<file path="src/rtl/regfile_access_arbiter.sv">
// Register-file front end for the kianv rv32ima core: post-reset clear/SP-load sweep,
// then single-transaction-per-cycle arbitration between the core and a debug requester.
module regfile_access_arbiter #(
  parameter int                        REGISTER_WIDTH = 32,
  parameter logic [REGISTER_WIDTH-1:0] STACKADDR      = 32'hffff_ffff,
  parameter int                        STARVE_LIMIT   = 4
) (
  input  logic                      clk,
  input  logic                      reset,
  output logic                      init_done,

  input  logic                      core_valid,
  output logic                      core_ready,
  input  logic                      core_we,
  input  logic [4:0]                core_ra1,
  input  logic [4:0]                core_ra2,
  input  logic [4:0]                core_wa,
  input  logic [REGISTER_WIDTH-1:0] core_wd,
  output logic [REGISTER_WIDTH-1:0] core_rd1,
  output logic [REGISTER_WIDTH-1:0] core_rd2,

  input  logic                      dbg_valid,
  output logic                      dbg_ready,
  input  logic                      dbg_we,
  input  logic [4:0]                dbg_addr,
  input  logic [REGISTER_WIDTH-1:0] dbg_wd,
  output logic                      dbg_rvalid,
  output logic [REGISTER_WIDTH-1:0] dbg_rdata,

  output logic                      rf_we,
  output logic [4:0]                rf_A1,
  output logic [4:0]                rf_A2,
  output logic [4:0]                rf_A3,
  output logic [REGISTER_WIDTH-1:0] rf_wd,
  input  logic [REGISTER_WIDTH-1:0] rf_rd1,
  input  logic [REGISTER_WIDTH-1:0] rf_rd2
);

  localparam logic [0:0] S_INIT = 1'b0;
  localparam logic [0:0] S_RUN  = 1'b1;
  localparam logic [3:0] LIMIT  = 4'(STARVE_LIMIT);

  logic [0:0] state;
  logic [4:0] idx;
  logic [3:0] wait_cnt;
  logic       run;
  logic       dbg_grant;
  logic       core_grant;
  logic       dbg_rd;

  // Grants are gated by reset directly so nothing is accepted while reset is high.
  assign run        = (state == S_RUN) && !reset;
  assign dbg_grant  = run && dbg_valid && (!core_valid || (wait_cnt == LIMIT));
  assign core_grant = run && core_valid && !dbg_grant;
  assign dbg_rd     = dbg_grant && !dbg_we;

  assign core_ready = core_grant;
  assign dbg_ready  = dbg_grant;
  assign core_rd1   = rf_rd1;
  assign core_rd2   = rf_rd2;

  // Read ports default to the core operands so the core can peek without a grant.
  always_comb begin
    rf_we = 1'b0;
    rf_A1 = core_ra1;
    rf_A2 = core_ra2;
    rf_A3 = core_wa;
    rf_wd = core_wd;
    if (state == S_INIT) begin
      rf_we = !reset;
      rf_A3 = idx;
      rf_wd = (idx == 5'd2) ? STACKADDR : '0;
    end else if (dbg_grant) begin
      rf_we = dbg_we;
      rf_A1 = dbg_addr;
      rf_A3 = dbg_addr;
      rf_wd = dbg_wd;
    end else if (core_grant) begin
      rf_we = core_we;
    end
  end

  always_ff @(posedge clk or posedge reset) begin
    if (reset) begin
      state      <= S_INIT;
      idx        <= 5'd1;
      wait_cnt   <= '0;
      init_done  <= 1'b0;
      dbg_rvalid <= 1'b0;
      dbg_rdata  <= '0;
    end else begin
      dbg_rvalid <= 1'b0;
      case (state)
        S_INIT: begin
          if (idx == 5'd31) begin
            state     <= S_RUN;
            init_done <= 1'b1;
            idx       <= 5'd1;
          end else begin
            idx <= idx + 5'd1;
          end
        end
        default: begin
          if (dbg_grant)
            wait_cnt <= '0;
          else if (dbg_valid && (wait_cnt != LIMIT))
            wait_cnt <= wait_cnt + 4'd1;
          if (dbg_rd) begin
            dbg_rvalid <= 1'b1;
            dbg_rdata  <= rf_rd1;
          end
        end
      endcase
    end
  end

endmodule

</file>
<file path="config.mk">
export PLATFORM = sky130hd
export DESIGN_NAME = regfile_access_arbiter
export DESIGN_NICKNAME = d
export VERILOG_FILES = /design/src/rtl/regfile_access_arbiter.sv
export SDC_FILE = /design/constraint.sdc
export NUM_CORES = 1
export LEC_CHECK = 0
export BUFFER_PORTS_ARGS = -buffer_cell sky130_fd_sc_hd__buf_2
export CAP_MARGIN = 5
export CORE_AREA = 2 2 119 121
export CTS_CLUSTER_SIZE = 30
export DETAILED_ROUTE_END_ITERATION = 7
export DIE_AREA = 0 0 121 123
export MAX_ROUTING_LAYER = met4
export SLEW_MARGIN = 20
export SYNTH_ARGS = -nofsm -noshare
export SYNTH_HDL_FRONTEND = slang
export SYNTH_SLANG_ARGS = --single-unit
</file>
<file path="constraint.sdc">
create_clock -name clk -period 2.8 [get_ports clk]
set_input_delay 0.28 -clock clk [delete_from_list [all_inputs] [get_ports clk]]
set_output_delay 0.28 -clock clk [all_outputs]
set_load 0.02 [all_outputs]
</file>
# Word-level counts from Yosys, hierarchy flattened
# Index checks and enable logic that the tools add are counted.
word_totals:
  ff_bits: 44
  latch_bits: 0
  mem_bits_rw: 0
  mem_bits_ro: 0
  in_bits: 154
  output_inout_bits: 148
  n_memories: 0
classes:
  add_sub_neg: 2
  mul: 0
  div_mod_pow: 0
  n_lt_le_gt_ge: 0
  n_eq_ne: 4
  n_shift: 0
  muxes: 17
  n_bitwise: 1
  n_reduce_logical: 16
ops:
  columns: ["op", "n"]
  rows:
  - ["two-way mux 32 bit", 3]
  - ["two-way mux 5 bit", 5]
  - ["two-way mux 4 bit", 2]
  - ["logical AND 1 bit", 7]
  - ["two-way mux 1 bit", 7]
  - ["AND reduction 2 bit", 3]
  - ["adder 5 x 1 -> 5 bit (second input constant)", 1]
  - ["== test 5 x 2 -> 1 bit (second input constant)", 1]
  - ["== test 5 bit (second input constant)", 1]
  - ["adder 4 x 1 -> 4 bit (second input constant)", 1]
  - ["== test 4 x 3 -> 1 bit (second input constant)", 1]
  - ["logical NOT 1 bit", 4]
  - ["inequality test 4 x 3 -> 1 bit (second input constant)", 1]
  - ["nonzero test 2 bit", 1]
  - ["logical OR 1 bit", 1]
  - ["NOT 1 bit", 1]

# Depth between registers and ports, before layout
depth:
  ltp_word: 9
  ltp_mapped: 6

# Worst setup path after synthesis
# OpenSTA, ideal clock, no wires.
synth_timing:
  kind: "input to output"
  from: "in reset"
  to: "out rf_A3[0]"
  arrival_ps: 2619
  required_ps: 2520
  path_slack_ps: -99
  stages: 5
  cell_sequence: "buf_2 -> inv_1 -> o221ai_2 -> clkbuf_1 -> a221oi_1"
synth_between:
  elab_chain_len: 6
synth_rtl:
  columns: ["item", "line_no", "source"]
  rows:
  - ["start: declaration", "9", "input logic reset,"]
  - ["logical NOT 1 bit (no source line)", null, null]
  - ["logical AND 1 bit", "52", "assign run = (state == S_RUN) && !reset;"]
  - ["logical AND 1 bit (2 in a row)", "53", "assign dbg_grant = run && dbg_valid && (!core_valid || (wait_cnt == LIMIT));"]
  - ["two-way mux 5 bit", "73", "end else if (dbg_grant) begin"]
  - ["two-way mux 5 bit", "69", "if (state == S_INIT) begin"]
  - ["end: declaration", "33", "output logic [4:0] rf_A3,"]
# Every way passes these cells.

# Final worst setup path
layout_timing:
  from: "reg wait_cnt[0]"
  to: "out rf_A1[1]"
layout_between:
  elab_chain_len: 5
layout_rtl:
  columns: ["item", "line_no", "source"]
  rows:
  - ["start: declaration", "45", "logic [3:0] wait_cnt;"]
  - ["start signal: assignment", "107", "wait_cnt <= wait_cnt + 4'd1;"]
  - ["== test 4 x 3 -> 1 bit", "53", null]
  - ["logical OR 1 bit", "53", null]
  - ["logical AND 1 bit", "53", null]
  - ["two-way mux 5 bit", "73", null]
  - ["two-way mux 5 bit", "69", null]
  - ["end: declaration", "31", "output logic [4:0] rf_A1,"]
# Every way passes these cells.

==> impl_metrics.sql <==
INSERT INTO impl_metrics (metric_group, metric, value, unit) VALUES
('floorplan', 'fp.dieH', '123', 'um'),
('layout', 'area_growth_syn_to_layout', '32.7', '%'),
('placed_design', 'preCtsSetupSlack', '0.572', 'ns'),
('floorplan', 'initial_utilization', '21.8', '%'),
('timing', 'report.final.hold_viol_count', '0', ''),
('timing', 'slew_of_the_pin_with_the_lowest_slew_margin', '0.456', 'ns'),
('worst_setup_path', 'setup.worst_path.end_class', 'primary output', ''),
('clock_tree', 'postCtsHoldBufs', '0', ''),
('logic_synthesis', 'netlist_area', '2970', 'um^2'),
('floorplan', 'die_area', '14900', 'um^2'),
('global_routing', 'grtUsageTotal', '10.7', '%'),
('logic_synthesis', 'async_reset_ff_share', '100', '%'),
('layout', 'design.final.nets', '585', ''),
('logic_synthesis', 'synthFlopType', 'dfrtp_1', ''),
('logic_synthesis', 'synth_common_cells', 'buf_4 (69), dfrtp_1 (43), a221o_1 (35), mux2_2 (35), clkbuf_1 (12)', ''),
('global_routing', 'grt_max_degree', '43', ''),
('detailed_routing', 'drcViolationCount', '0', ''),
('global_routing', 'first_global_vias', '2485', ''),
('detailed_routing', 'avgRoutedWirePerCell', '14.1', 'um'),
('timing', 'final_critical_path_setup_slack', '0.288', 'ns'),
('worst_setup_path', 'path_max_fanout', '42', ''),
('timing', 'setup_viol', '0', ''),
('clock_tree', 'cts_tree', 'yes', ''),
('clock_tree', 'post_cts.repair.setup_buffers', '0', ''),
('worst_setup_path', 'worst_setup_path_start_kind', 'register', ''),
('detailed_routing', 'post_drt_via_cell_ratio', '4.46', ''),
('clock_tree', 'cts_buffer_depth', '2', ''),
('run_status', 'status', 'completed', ''),
('placed_design', 'gpl.final_weighted_congestion', '0.753', ''),
('floorplan', 'die_wd', '121', 'um'),
('worst_setup_path', 'timing.rr.start', 'wait_cnt[0]', ''),
('timing', 'finalClockSkew', '0.00746', 'ns'),
('timing', 'timing_max_transition_violations_final', '0', ''),
('flow_run', 'maxCapViolCount', '0', ''),
('worst_setup_path', 'cpMaxStageDelayCell', 'dfrtp_1', ''),
('worst_setup_path', 'critPathLaunch', 'wait_cnt[0]', ''),
('clock_tree', 'clock_tree.root_cell', 'clkbuf_16', ''),
('detailed_routing', 'antenna_violating_nets_left', '0', ''),
('power_and_ir_drop', 'vdd.ir_drop.worst', '0.000305', 'V'),
('placed_design', 'dpl.hpwl', '7030', 'um'),
('clock_tree', 'number_of_resized_instances_in_the_post_cts_repair_step', '0', ''),
('worst_setup_path', 'critical_path.max_stage_delay', '0.39', 'ns'),
('floorplan', 'fp.coreArea', '13600', 'um^2'),
('logic_synthesis', 'synthesis_stage_register_bit_count', '44', ''),
('detailed_routing', 'detail_route.iter0.violations', '134', ''),
('logic_synthesis', 'synth.top_cells.by_area', 'dfrtp_1 (36%), buf_4 (17%), mux2_2 (13%)', ''),
('timing', 'timing.slew.headroom', '69.6', '%'),
('layout', 'num-fill-cells', '1403', ''),
('logic_synthesis', 'post_synth_inst_count', '273', ''),
('worst_setup_path', 'crit_type', 'register to primary output', ''),
('global_routing', 'grt_pass1_wl', '12400', 'um'),
('logic_synthesis', 'synthMostInstantiatedCell', 'buf_4', ''),
('logic_synthesis', 'synthesis.yosys.warnings', '0', ''),
('logic_synthesis', 'synth_fp_nets', '432', ''),
('global_routing', 'grt_antenna_before_repair', '0', ''),
('logic_synthesis', 'synthDominantCellAreaShare', '36.2', '%'),
('power_and_ir_drop', 'power.density_cell_area', '613', 'nW/um^2'),
('worst_setup_path', 'timing.critical_path.cells', 'inv_1 > ha_1 > nand3b_4 > a211oi_4 > buf_12 > mux2_2 > buf_2', ''),
('clock_tree', 'numCtsBuffers', '5', ''),
('timing', 'setup-tns-final', '0', 'ns'),
('worst_hold_path', 'hold_class', 'primary input to asynchronous set/reset pin', ''),
('placed_design', 'place.detailed.instances', '599', ''),
('detailed_routing', 'first_pass_iters', '4', ''),
('floorplan', 'ioPinCount', '302', ''),
('power_and_ir_drop', 'power.total', '2.42', 'mW'),
('layout', 'layout-drive-gt1-share', '66.4', '%'),
('detailed_routing', 'routed-via-count', '2696', ''),
('logic_synthesis', 'yosysTopAreaCell', 'dfrtp_1', ''),
('global_routing', 'globalRoute.totalOverflow', '0', ''),
('logic_synthesis', 'synthDistinctLibCells', '44', ''),
('timing', 'rsz0062_at_grt', 'false', '');
==> layout make-up <==
| type | instances | area, um^2 | area share, % |
|---|---|---|---|
| Multi-Input combinational cell | 132 | 1230 | 31.2 |
| Timing Repair Buffer | 233 | 1190 | 30.2 |
| Sequential cell | 44 | 1100 | 27.9 |
| Tap cell | 180 | 225 | 5.71 |
| Clock buffer | 5 | 125 | 3.17 |
| Inverter | 10 | 41.3 | 1.05 |
| Clock inverter | 1 | 30.0 | 0.761 |
==> stage by stage <==
step / hold slack [ns] / instance area, um^2 / util [%]
2_1_floorplan: 0.385 / 2980 / -
3_3_place_gp: 0.338 / 3790 / 27.9
3_5_place_dp: 0.344 / 3790 / 27.9
4_1_cts: 0.0559 / 3950 / 29.0
5_1_grt: 0.0662 / 3950 / 29.0
6_report: 0.0555 / 3950 / 29.0
==> registers in the layout, indices dropped and copies added (netlist names) <==
signal      cells
dbg_rdata      32
dbg_rvalid      1
idx             5
init_done       1
state           1
wait_cnt        4
==> where the power goes <==
group | switching (mW) | internal, mW | total (mW)
Clock | 0.213 | 0.410 | 0.623
Sequential | 0.0825 | 0.775 | 0.857
Combinational | 0.541 | 0.398 | 0.938
Total | 0.836 | 1.58 | 2.42
==> routing by layer <==
layer	up-vias	global-route usage, %	part of all wire [%]
li1	1245	-	-
met1	1293	12.9	40
met2	140	17.8	51
met3	18	2.86	8.1
met4	0	2.91	1.3
met5	-	-	0
==> logic make-up (layout without fill, tap and decap cells) <==
kind of cell    after synthesis  in the layout  synth area share [%]
mux                          40             40                  15.1
buf+inv                      97            249                  21.8
compound gates               59             59                  18.3
flops                        44             44                  37.1
simple gates                 28             28                  5.60
fa+ha+maj                     5              5                  2.10
==> worst paths after layout <==
| kind | endpoint | slack, ns | cells past startpoint |
|---|---|---|---|
| setup / recovery | rf_A1[1] | 0.29 | 7 |
| hold / removal | idx[2] | 0.06 | 2 |
| setup reg to reg | dbg_rdata[6] | 0.62 | 6 |
| hold reg to reg | init_done | 0.46 | 1 |
| max in group asynchronous | dbg_rdata[4] | 2.05 | 3 |
| min in group clk | dbg_rdata[17] | 0.23 | 2 |
==> cell usage in the layout, fill, tap and decap left out, types with 4 or more instances in the layout <==
cell / instances
a221o_1: 35
buf_2: 227
buf_4: 5
clkbuf_16: 5
dfrtp_1: 43
ha_1: 5
inv_1: 9
mux2_2: 35
nand2_1: 5
nor2_1: 6
o21ai_0: 4
==> critical path, delay by kind of cell (launching register included) <==
kind,cells,cell delay (ns)
buf+inv,3,0.49
simple gates,1,0.15
fa+ha+maj,1,0.25
flops,1,0.39
compound gates,1,0.30
mux,1,0.35
Power figures use the tool's default switching activity.
